[src/rtl/vga_layer_compositor_pkg.sv]
// Shared definitions for the VGA layer compositor and its neighbours.
// Holds the default pixel format, the transparent key, VGA 640x480 timing
// constants shared with vga_controller, the flash FSM state type and a
// packed-layer slicing macro.

`define VLC_SLICE(bus, idx, w) bus[(idx)*(w) +: (w)]

package vga_layer_compositor_pkg;

  localparam int unsigned VGA_COLOR_W = 12;
  localparam logic [VGA_COLOR_W-1:0] VGA_TRANS_KEY = 12'hCBE;
  localparam logic [VGA_COLOR_W-1:0] VGA_BLACK = '0;

  // 640x480 @ 60 Hz timing, shared with vga_controller
  localparam int unsigned H_DISPLAY = 640;
  localparam int unsigned H_FRONT = 16;
  localparam int unsigned H_SYNC = 96;
  localparam int unsigned H_BACK = 48;
  localparam int unsigned V_DISPLAY = 480;
  localparam int unsigned V_FRONT = 10;
  localparam int unsigned V_SYNC = 2;
  localparam int unsigned V_BACK = 33;

  localparam int unsigned FRAME_CNT_W = 8;

  typedef enum logic {
    StIdle,
    StFlash
  } flash_state_e;

endpackage

[src/rtl/vga_layer_compositor_layer_priority_sel.sv]
// Combinational lowest-index-visible selector.
// Ports:
//   i_pixels  packed layer colours, layer i at [i*COLOR_W +: COLOR_W]
//   i_vis     per-layer visibility
//   o_color   colour of the winning layer ('0 when none visible)
//   o_index   index of the winning layer
//   o_any_vis 1 when at least one layer is visible

module layer_priority_sel #(
  parameter int unsigned NUM_LAYERS = 4,
  parameter int unsigned COLOR_W = 12,
  localparam int unsigned IDX_W = $clog2(NUM_LAYERS)
) (
  input  logic [NUM_LAYERS*COLOR_W-1:0] i_pixels,
  input  logic [NUM_LAYERS-1:0]         i_vis,
  output logic [COLOR_W-1:0]            o_color,
  output logic [IDX_W-1:0]              o_index,
  output logic                          o_any_vis
);

  // Scan from the bottom up so the lowest visible index is the last to win.
  always_comb begin
    o_color   = '0;
    o_index   = '0;
    o_any_vis = 1'b0;
    for (int i = int'(NUM_LAYERS) - 1; i >= 0; i--) begin
      if (i_vis[i]) begin
        o_color   = `VLC_SLICE(i_pixels, i, COLOR_W);
        o_index   = IDX_W'(i);
        o_any_vis = 1'b1;
      end
    end
  end

endmodule

[src/rtl/vga_layer_compositor.sv]
// Two-stage pipelined VGA layer compositor. Merges NUM_LAYERS colour layers by
// index priority (layer 0 on top), with per-layer enable, frame-rate blink,
// a frame-counted flash on layer 0 and delay-matched sync/valid.
// Ports:
//   i_clk, i_rst                   pixel clock, synchronous active-high reset
//   i_vga_valid, i_hsync_in/vsync  active-video flag and active-low syncs
//   i_layer_pixels, i_layer_en,    packed layer colours, enables, blink enables
//   i_blink_en
//   i_flash_req, i_flash_color     flash start/restart pulse and flash colour
//   o_pixel, o_valid_out,          composited colour and syncs, 2 clk latency
//   o_hsync_out, o_vsync_out
//   o_flashing                     1 while the flash FSM is in FLASH

module vga_layer_compositor
  import vga_layer_compositor_pkg::*;
#(
  parameter int unsigned NUM_LAYERS = 4,
  parameter int unsigned COLOR_W = VGA_COLOR_W,
  parameter logic [COLOR_W-1:0] TRANS_KEY = VGA_TRANS_KEY,
  parameter logic [COLOR_W-1:0] BG_COLOR = VGA_BLACK,
  parameter bit BOTTOM_OPAQUE = 1'b1,
  parameter int unsigned BLINK_BIT = 4,
  parameter int unsigned FLASH_FRAMES = 8
) (
  input  logic                          i_clk,
  input  logic                          i_rst,
  input  logic                          i_vga_valid,
  input  logic                          i_hsync_in,
  input  logic                          i_vsync_in,
  input  logic [NUM_LAYERS*COLOR_W-1:0] i_layer_pixels,
  input  logic [NUM_LAYERS-1:0]         i_layer_en,
  input  logic [NUM_LAYERS-1:0]         i_blink_en,
  input  logic                          i_flash_req,
  input  logic [COLOR_W-1:0]            i_flash_color,
  output logic [COLOR_W-1:0]            o_pixel,
  output logic                          o_valid_out,
  output logic                          o_hsync_out,
  output logic                          o_vsync_out,
  output logic                          o_flashing
);

  localparam int unsigned IDX_W = $clog2(NUM_LAYERS);
  localparam int unsigned FCNT_W = $clog2(FLASH_FRAMES + 1);

  // Stage 1
  logic [NUM_LAYERS*COLOR_W-1:0] r_pix_s1;
  logic [NUM_LAYERS-1:0]         r_vis_s1;
  logic                          r_valid_s1;
  logic                          r_hsync_s1;
  logic                          r_vsync_s1;
  logic [NUM_LAYERS-1:0]         w_vis;

  // Stage 2
  logic [COLOR_W-1:0] r_pixel;
  logic               r_valid_s2;
  logic               r_hsync_s2;
  logic               r_vsync_s2;

  // Frame / flash state
  logic [FRAME_CNT_W-1:0] r_frame_cnt;
  flash_state_e           r_state;
  flash_state_e           w_state_nxt;
  logic [FCNT_W-1:0]      r_flash_cnt;
  logic [FCNT_W-1:0]      w_flash_cnt_nxt;
  logic                   w_frame_start;

  logic [COLOR_W-1:0] w_win_color;
  logic [IDX_W-1:0]   w_win_idx;
  logic               w_any_vis;
  logic               w_flash_hit;

  // r_vsync_s1 doubles as the vsync edge register: it holds last cycle's vsync.
  assign w_frame_start = r_vsync_s1 & ~i_vsync_in;

  always_comb begin
    w_vis = '0;
    for (int i = 0; i < int'(NUM_LAYERS); i++) begin
      w_vis[i] = i_layer_en[i]
               & (~i_blink_en[i] | ~r_frame_cnt[BLINK_BIT])
               & ((`VLC_SLICE(i_layer_pixels, i, COLOR_W) != TRANS_KEY)
                  | (BOTTOM_OPAQUE && (i == int'(NUM_LAYERS) - 1)));
    end
  end

  layer_priority_sel #(
    .NUM_LAYERS(NUM_LAYERS),
    .COLOR_W   (COLOR_W)
  ) u_sel (
    .i_pixels (r_pix_s1),
    .i_vis    (r_vis_s1),
    .o_color  (w_win_color),
    .o_index  (w_win_idx),
    .o_any_vis(w_any_vis)
  );

  // Flash uses the live FSM state so a mid-frame request shows on the next pixel.
  assign w_flash_hit = (r_state == StFlash) & r_flash_cnt[0] & w_any_vis & (w_win_idx == '0);

  always_ff @(posedge i_clk) begin
    if (i_rst) begin
      r_pix_s1    <= '0;
      r_vis_s1    <= '0;
      r_valid_s1  <= 1'b0;
      r_hsync_s1  <= 1'b1;
      r_vsync_s1  <= 1'b1;
      r_pixel     <= '0;
      r_valid_s2  <= 1'b0;
      r_hsync_s2  <= 1'b1;
      r_vsync_s2  <= 1'b1;
      r_frame_cnt <= '0;
    end else begin
      r_pix_s1   <= i_layer_pixels;
      r_vis_s1   <= w_vis;
      r_valid_s1 <= i_vga_valid;
      r_hsync_s1 <= i_hsync_in;
      r_vsync_s1 <= i_vsync_in;
      r_valid_s2 <= r_valid_s1;
      r_hsync_s2 <= r_hsync_s1;
      r_vsync_s2 <= r_vsync_s1;
      if (!r_valid_s1) begin
        r_pixel <= '0;
      end else if (w_flash_hit) begin
        r_pixel <= i_flash_color;
      end else if (w_any_vis) begin
        r_pixel <= w_win_color;
      end else begin
        r_pixel <= BG_COLOR;
      end
      if (w_frame_start) begin
        r_frame_cnt <= r_frame_cnt + 1'b1;
      end
    end
  end

  always_ff @(posedge i_clk) begin
    if (i_rst) begin
      r_state     <= StIdle;
      r_flash_cnt <= '0;
    end else begin
      r_state     <= w_state_nxt;
      r_flash_cnt <= w_flash_cnt_nxt;
    end
  end

  always_comb begin
    w_state_nxt     = r_state;
    w_flash_cnt_nxt = r_flash_cnt;
    unique case (r_state)
      StIdle: begin
        if (i_flash_req) begin
          w_state_nxt     = StFlash;
          w_flash_cnt_nxt = FCNT_W'(FLASH_FRAMES);
        end
      end
      StFlash: begin
        // A request outranks a decrement landing in the same cycle.
        if (i_flash_req) begin
          w_flash_cnt_nxt = FCNT_W'(FLASH_FRAMES);
        end else if (w_frame_start) begin
          w_flash_cnt_nxt = r_flash_cnt - 1'b1;
          if (r_flash_cnt == FCNT_W'(1)) begin
            w_state_nxt = StIdle;
          end
        end
      end
      default: begin
        w_state_nxt     = StIdle;
        w_flash_cnt_nxt = '0;
      end
    endcase
  end

  assign o_pixel     = r_pixel;
  assign o_valid_out = r_valid_s2;
  assign o_hsync_out = r_hsync_s2;
  assign o_vsync_out = r_vsync_s2;
  assign o_flashing  = (r_state == StFlash);

endmodule

[config.mk]
export PLATFORM = sky130hd
export DESIGN_NAME = vga_layer_compositor
export DESIGN_NICKNAME = d
export VERILOG_FILES = /design/src/rtl/vga_layer_compositor_pkg.sv /design/src/rtl/vga_layer_compositor_layer_priority_sel.sv /design/src/rtl/vga_layer_compositor.sv
export SDC_FILE = /design/constraint.sdc
export NUM_CORES = 1
export LEC_CHECK = 0
export CAP_MARGIN = 20
export CORE_AREA = 5 5 89 66
export CTS_CLUSTER_DIAMETER = 150
export CTS_CLUSTER_SIZE = 30
export DETAILED_ROUTE_END_ITERATION = 12
export DIE_AREA = 0 0 94 71
export DONT_BUFFER_PORTS = 1
export MAX_ROUTING_LAYER = met4
export PLACE_DENSITY = 0.86
export SETUP_SLACK_MARGIN = 0.02
export SLEW_MARGIN = 20
export SYNTH_ARGS = -nofsm -noshare
export SYNTH_HDL_FRONTEND = slang
export SYNTH_SLANG_ARGS = --single-unit
export TNS_END_PERCENT = 20
[constraint.sdc]
create_clock -name i_clk -period 2.6 [get_ports i_clk]
set_clock_uncertainty 0.05 [all_clocks]
set_input_delay 0.26 -clock i_clk [delete_from_list [all_inputs] [get_ports i_clk]]
set_output_delay 0.26 -clock i_clk [all_outputs]
set_load 0.02 [all_outputs]
==> results of run 1 <==
-- stage by stage --
stage               hold WS (ns)  cell area (sq um)  total power, mW
floorplan                 0.2789               2843            1.457
global placement          0.2802               2855            1.469
detailed placement        0.2827               2855            1.475
CTS                     0.001674               3679            2.614
global route            0.001216               3681            2.701
finish                   0.01116               3681            2.602
-- cells by family (layout without fill, tap and decap cells) --
logic type	Yosys count	after routing	synth area share, %
buf+inv	36	93	5.502
other cells	0	1	0
fa+ha+maj	3	3	1.321
compound gates	51	51	14.52
mux	1	1	0.3521
simple gates	90	90	20.73
xor+xnor	4	4	1.233
flops	80	80	56.34
-- state kept, by name, indices dropped and copies added, names as in the netlist --
name,flops
r_pix_s1,48
o_pixel,12
r_frame_cnt,5
r_flash_cnt,4
r_vis_s1,4
o_flashing,1
o_hsync_out,1
o_valid_out,1
o_vsync_out,1
r_hsync_s1,1
r_valid_s1,1
r_vsync_s1,1
-- layer usage --
metal | up-vias | GRT usage, % | wire [microns]
li1 | 1037 | - | -
met3 | 11 | 10.73 | 815
met5 | - | - | 0
met4 | 0 | 5.609 | 74
met1 | 1055 | 29.18 | 3231
met2 | 105 | 34.85 | 3303
-- critical path: stages (launching register included) --
cell and delay, ns:
dfxtp_1 0.49, nor2b_1 0.69, a221oi_1 0.19, o32ai_1 0.30
-- cell usage in the layout (no fill, tap or decap), types with 2 or more instances in the layout --
| cell | count |
|---|---|
| dfxtp_1 | 80 |
| o21ai_0 | 3 |
| dlygate4sd3_1 | 56 |
| a21oi_1 | 4 |
| ha_1 | 3 |
| or2_2 | 4 |
| nor2b_1 | 50 |
| a221oi_1 | 11 |
| nand3b_1 | 2 |
| o32ai_1 | 11 |
| clkbuf_1 | 2 |
| nor3_1 | 7 |
| a211oi_1 | 2 |
| inv_1 | 21 |
| nand2b_1 | 2 |
| o22ai_1 | 11 |
| a2111oi_0 | 3 |
| nand4b_1 | 7 |
| xor2_1 | 3 |
| nand3_1 | 2 |
| clkbuf_8 | 10 |
| or3_1 | 2 |
| bufinv_16 | 3 |
| nand4bb_1 | 3 |
| nor2_1 | 4 |
-- synthesized netlist by cell type --
master and instances:
a211oi_1 2, a2111oi_2 1, nand2b_1 2, buf_4 2, a221o_1 1, mux2i_1 1, a221oi_1 11, clkbuf_1 7
nand2_1 1, and3b_1 1, nand3_1 2, and4_1 1, dfxtp_1 80, xor2_1 3, o22ai_1 11, or3_1 2
a21oi_1 4, nand4bb_1 3, a2111oi_0 3, nand3b_1 2, xnor2_1 1, nor3_1 7, nor2b_4 1, o21ai_0 3
nand4_1 1, and3_1 1, o32ai_1 11, or2_2 4, nand4b_1 7, a21boi_1 1, buf_2 5, a21boi_0 1
o41ai_1 1, ha_1 3, inv_1 21, nor2_1 4, o311ai_4 1, nor2b_1 50, or2_4 1, buf_6 1
-- layout make-up --
cell class	instances	share of cell area, %
well taps	72	2.447
repair buffers	57	15.98
multi-input cells	149	29.47
clock inverters	3	2.447
flip-flops and latches	80	43.51
clock buffers	12	3.943
inverters	21	2.141
diodes	1	0.06798
-- repair_timing --
| action | 4_1_cts | 5_1_grt |
|---|---|---|
| setup buffers | 0 | 0 |
| hold buffers | 57 | 0 |
| hold endpoints to repair | 71 | 0 |
-- worst paths after layout --
path	to	startpoint	depth (start not counted)	slack, ns
max reg2reg	o_pixel[2]$_SDFF_PP0_	r_vis_s1[2]$_SDFF_PP0_	3	0.77
min reg2reg	o_hsync_out$_SDFF_PP1_	r_hsync_s1$_SDFF_PP1_	1	0.36
min	r_pix_s1[43]$_SDFF_PP0_	i_layer_pixels[43]	1	0.01
max	o_pixel[2]$_SDFF_PP0_	r_vis_s1[2]$_SDFF_PP0_	3	0.77
-- power groups by stage --
stage	Sequential (mW)	Combinational (mW)	Clock [mW]
6_report	1.33	0.211	1.06
5_1_grt	1.33	0.232	1.14
4_1_cts	1.33	0.208	1.08
3_5_place_dp	1.35	0.121	0
3_3_place_gp	1.35	0.117	0
2_1_floorplan	1.34	0.117	0
==> flow_metrics.env, run 1 <==
export IMPL_wl_mm=7.425
export IMPL_seq_area_sq_um=1602
export IMPL_io_pin_count=90
export IMPL_crit_arrival_ns=2.02
export IMPL_clock_sink_count=80
export IMPL_sequentialPowerShare_pct=51.0
export IMPL_tns_ns=0
export IMPL_layoutNonFillerInstCount=395
export IMPL_leakage_nw=1.413
export IMPL_syn_nets=342
export IMPL_place_hpwl_mm=4.863
export IMPL_path_class="flop to flop"
export IMPL_dpl_cell_count=322
export IMPL_fp_dieH_microns=71
export IMPL_initial_utilization_pct=56.74
export IMPL_power_clock_fraction_pct=40.9
export IMPL_critical_path_startpoint_type="flop"
export IMPL_dr_pass1_iters=4
export IMPL_required_ns=2.79
export IMPL_fin_util_pct=73.48
export IMPL_synth_largest_type_area_fraction_pct=56.34
export IMPL_dr_total_vias=2208
export IMPL_fillCellCount=359
export IMPL_synth_area_per_cell_sq_um=10.73
export IMPL_clk_insertion_delay_late_ns=0.34
export IMPL_design_core_area_sq_um=5010
export IMPL_layout_drive_gt1_share_pct=6.832
export IMPL_netlist_area_sq_um=2843
export IMPL_cts_root_buffer="clkbuf_8"
export IMPL_horiz_die_dim_microns=94
export IMPL_antenna_found_initial=1
export IMPL_syn_inst=265
export IMPL_routed_via_density=5.590
export IMPL_rsz0062_at_grt="false"
export IMPL_sw_frac_of_total_pct=20.60
export IMPL_report_final_hold_viol_count=0
export IMPL_fmax_achieved_ghz=0.5460
export IMPL_grt_start_max_net_pins=69
export IMPL_drcViolationCount=0
export IMPL_clock_tree_buffer_depth=2
export IMPL_timing_critical_path_to_type="flop"
export IMPL_grt_ovfl_total=0
export IMPL_vdd_ir_drop_max_mv=0.4041
export IMPL_numPortBuffers=0
export IMPL_cap_viol_max_count=0
export IMPL_run_status="finished clean"
export IMPL_row_count=22
export IMPL_detail_route_wl_per_cell_microns=18.80
export IMPL_worstPathMaxFanout=15
export IMPL_finish_net_count=395
export IMPL_seq_area_frac_synth_pct=56.34
export IMPL_synth_top_cells_by_area="dfxtp_1, nor2b_1, a221oi_1, o32ai_1, inv_1"
export IMPL_cts_max_level=3
export IMPL_finalWeightedCongestion=0.8758
export IMPL_grt_pass1_vias=2230
export IMPL_pwr_density_nw_per_um2=706.8
export IMPL_maxSlewViolCount=0
export IMPL_first_iter_violations=75
export IMPL_clock_tree_from_tritoncts="yes"
export IMPL_synthesis_yosys_warnings=0
export IMPL_wire_length_of_the_first_global_routing_pass_mm=11.43
export IMPL_finalSetupViolCount=0
export IMPL_postRouteAntennaNets=0
export IMPL_synth_largest_area_cell="dfxtp_1"
export IMPL_layout_min_cycle_time_ns=1.831
export IMPL_path_clk_slew_ns=0.08
export IMPL_timing_hold_worst_class="input pin to flop"
export IMPL_synth_seq_cells=80
export IMPL_power_share_combinational_pct=8.1
export IMPL_fin_worst_setup_slack_ns=0.7686
export IMPL_layout_area_overhead_vs_synth_pct=29.49
export IMPL_grtUsageTotal_pct=23.46
export IMPL_switchingPower_mw=0.5360
export IMPL_cts_made_buffers=9
export IMPL_die_outline_area_sq_um=6674
export IMPL_cts_repair_resized=0
export IMPL_synth_lib_cells_used_distinct=40
export IMPL_final_min_period_over_clock_period_pct=70.44
export IMPL_internal_power_mw=2.066
export IMPL_multiInputGateArea_sq_um=1085
export IMPL_worst_slew_margin_rel_pct=48.33
export IMPL_place_worst_setup_slack_ns=0.7986
export IMPL_timing_worst_slew_pin_value_ns=0.7734
Power figures use the tool's default switching activity.
==> run 2, diff against run 1 <==
==> constraint.sdc (replaced) <==
create_clock -name i_clk -period 1.9 [get_ports i_clk]
set_clock_uncertainty 0.05 [all_clocks]
set_input_delay 0.19 -clock i_clk [delete_from_list [all_inputs] [get_ports i_clk]]
set_output_delay 0.19 -clock i_clk [all_outputs]
set_load 0.02 [all_outputs]
==> flow_metrics.env, run 2 (synthesis gave the netlist of run 1 again) <==
export IMPL_fp_dieH_microns=71
export IMPL_pwr_density_nw_per_um2=939.4
export IMPL_fin_worst_setup_slack_ns=0.1928
export IMPL_worst_r2r_startpoint="r_vis_s1[3]$_SDFF_PP0_"
export IMPL_final_min_period_over_clock_period_pct=89.85
export IMPL_cap_viol_max_count=0
export IMPL_tns_ns=0
export IMPL_crit_arrival_ns=1.92
export IMPL_reg2reg_to="o_pixel[3]$_SDFF_PP0_"
export IMPL_die_outline_area_sq_um=6674
export IMPL_numPortBuffers=0
export IMPL_holdBufCountCts=72
export IMPL_wire_length_of_the_first_global_routing_pass_mm=12.08
export IMPL_power_clock_fraction_pct=40.8
export IMPL_timing_worst_slew_pin_value_ns=0.7819
export IMPL_switchingPower_mw=0.7880
export IMPL_most_common_layout_cells="dfxtp_1, dlygate4sd3_1, nor2b_1"
export IMPL_worstPathMaxFanout=11
export IMPL_report_final_hold_viol_count=0
export IMPL_path_clk_slew_ns=0.09
export IMPL_postCtsSetupRepairBufs=0
export IMPL_sw_frac_of_total_pct=21.84
export IMPL_finalPower_mw=3.607
export IMPL_initial_utilization_pct=56.74
export IMPL_vdd_ir_drop_max_mv=0.4820
export IMPL_clock_tree_buffer_depth=2
export IMPL_regMostFlops="r_pix_s1"
export IMPL_worstRegToRegCells=3
export IMPL_finalWeightedCongestion=0.8275
export IMPL_timing_critical_path_to_type="flop"
export IMPL_cts_max_level=3
export IMPL_cts_root_buffer="clkbuf_8"
export IMPL_startpoint="r_vis_s1[3]$_SDFF_PP0_"
export IMPL_wl_mm=7.921
export IMPL_layout_area_overhead_vs_synth_pct=35.08
export IMPL_sequentialPowerShare_pct=50.2
export IMPL_power_share_combinational_pct=8.9
export IMPL_largest_reg_flops=48
export IMPL_fillCellCount=334
export IMPL_rsz0062_at_grt="false"
export IMPL_grt_start_max_net_pins=69
export IMPL_worstHoldStart="i_vsync_in"
export IMPL_timing_hold_worst_class="input pin to flop"
export IMPL_cts_repair_resized=0
export IMPL_grtUsageTotal_pct=24.85
export IMPL_io_pin_count=90
export IMPL_layout_drive_gt1_share_pct=7.080
export IMPL_clock_sink_count=80
export IMPL_design_core_area_sq_um=5010
export IMPL_worst_slew_margin_rel_pct=47.76
export IMPL_routed_via_density=5.490
export IMPL_antenna_found_initial=1
export IMPL_layout_min_cycle_time_ns=1.707
export IMPL_worst_hold_path_num_cells=3
export IMPL_first_iter_violations=157
export IMPL_finish_net_count=411
export IMPL_dpl_cell_area_sq_um=2863
export IMPL_critical_path_startpoint_type="flop"
export IMPL_dr_total_vias=2262
export IMPL_clk_insertion_delay_late_ns=0.36
export IMPL_hold_end="r_flash_cnt[2]$_SDFFE_PP0P_"
export IMPL_row_count=22
export IMPL_fmax_achieved_ghz=0.5858
export IMPL_clock_tree_from_tritoncts="yes"
export IMPL_place_hpwl_mm=4.794
export IMPL_cts_made_buffers=9
export IMPL_finalSetupViolCount=0
export IMPL_path_class="flop to flop"
export IMPL_internal_power_mw=2.819
export IMPL_horiz_die_dim_microns=94
export IMPL_finish_instance_area_sq_um=3840
export IMPL_fin_util_pct=76.65
export IMPL_drcViolationCount=0
export IMPL_required_ns=2.11
export IMPL_maxSlewViolCount=0
export IMPL_layout_cells_most_common="dfxtp_1"
export IMPL_detail_route_wl_per_cell_microns=19.23
export IMPL_leakage_nw=1.476
export IMPL_setup_reg_to_reg_worst_slack_ns=0.19
export IMPL_postRouteAntennaNets=0
export IMPL_grt_pass1_vias=2253
export IMPL_dr_pass1_iters=4
export IMPL_place_worst_setup_slack_ns=0.2741
export IMPL_run_status="finished clean"
export IMPL_grt_ovfl_total=0
[run 2: critical path, stage by stage, from the launching register on]
cell and delay (ns):
dfxtp_1 0.42, nor2b_1 0.66, a221oi_1 0.19, o32ai_1 0.29
[run 2: worst max-delay path by stage]
stage / to
after floorplan: r_flash_cnt[1]$_SDFFE_PP0P_
after global placement: o_pixel[11]$_SDFF_PP0_
after detailed placement: o_pixel[2]$_SDFF_PP0_
after CTS: o_pixel[2]$_SDFF_PP0_
after global routing: o_pixel[1]$_SDFF_PP0_
final: o_pixel[3]$_SDFF_PP0_
[run 2: power groups by stage]
| stage | clock (mW) | sequential, mW | combinational (mW) |
|---|---|---|---|
| after global routing | 1.56 | 1.82 | 0.350 |
| final | 1.47 | 1.81 | 0.323 |
| after floorplan | 0 | 1.83 | 0.161 |
| after global placement | 0 | 1.85 | 0.165 |
| after CTS | 1.47 | 1.81 | 0.313 |
| after detailed placement | 0 | 1.85 | 0.169 |
[run 2: stage by stage]
stage | hold WS, ns | std cells
after floorplan | 0.2089 | 265
after global placement | 0.2101 | 323
after detailed placement | 0.2153 | 323
after CTS | 0.09797 | 411
after global routing | 0.1211 | 412
final | 0.1133 | 412
[run 2: final cells by class]
| cell class | count | area [sq um] | share of cell area [%] |
|---|---|---|---|
| well taps | 72 | 90.09 | 2.346 |
| inverters | 21 | 78.83 | 2.053 |
| multi-input cells | 149 | 1085 | 28.25 |
| flip-flops and latches | 80 | 1602 | 41.71 |
| clock buffers | 11 | 131.4 | 3.421 |
| clock inverters | 5 | 105.1 | 2.737 |
| repair buffers | 73 | 745.7 | 19.42 |
| diodes | 1 | 2.502 | 0.06517 |
[run 2: metal layers]
metal	vias to the layer above	wire [microns]	share of wire [%]	GRT usage [%]
met1	1065	3411	43	31.24
met3	11	783	9.9	10.52
met4	0	105	1.3	5.929
met5	-	0	0	-
li1	1071	-	-	-
met2	115	3621	46	37.14
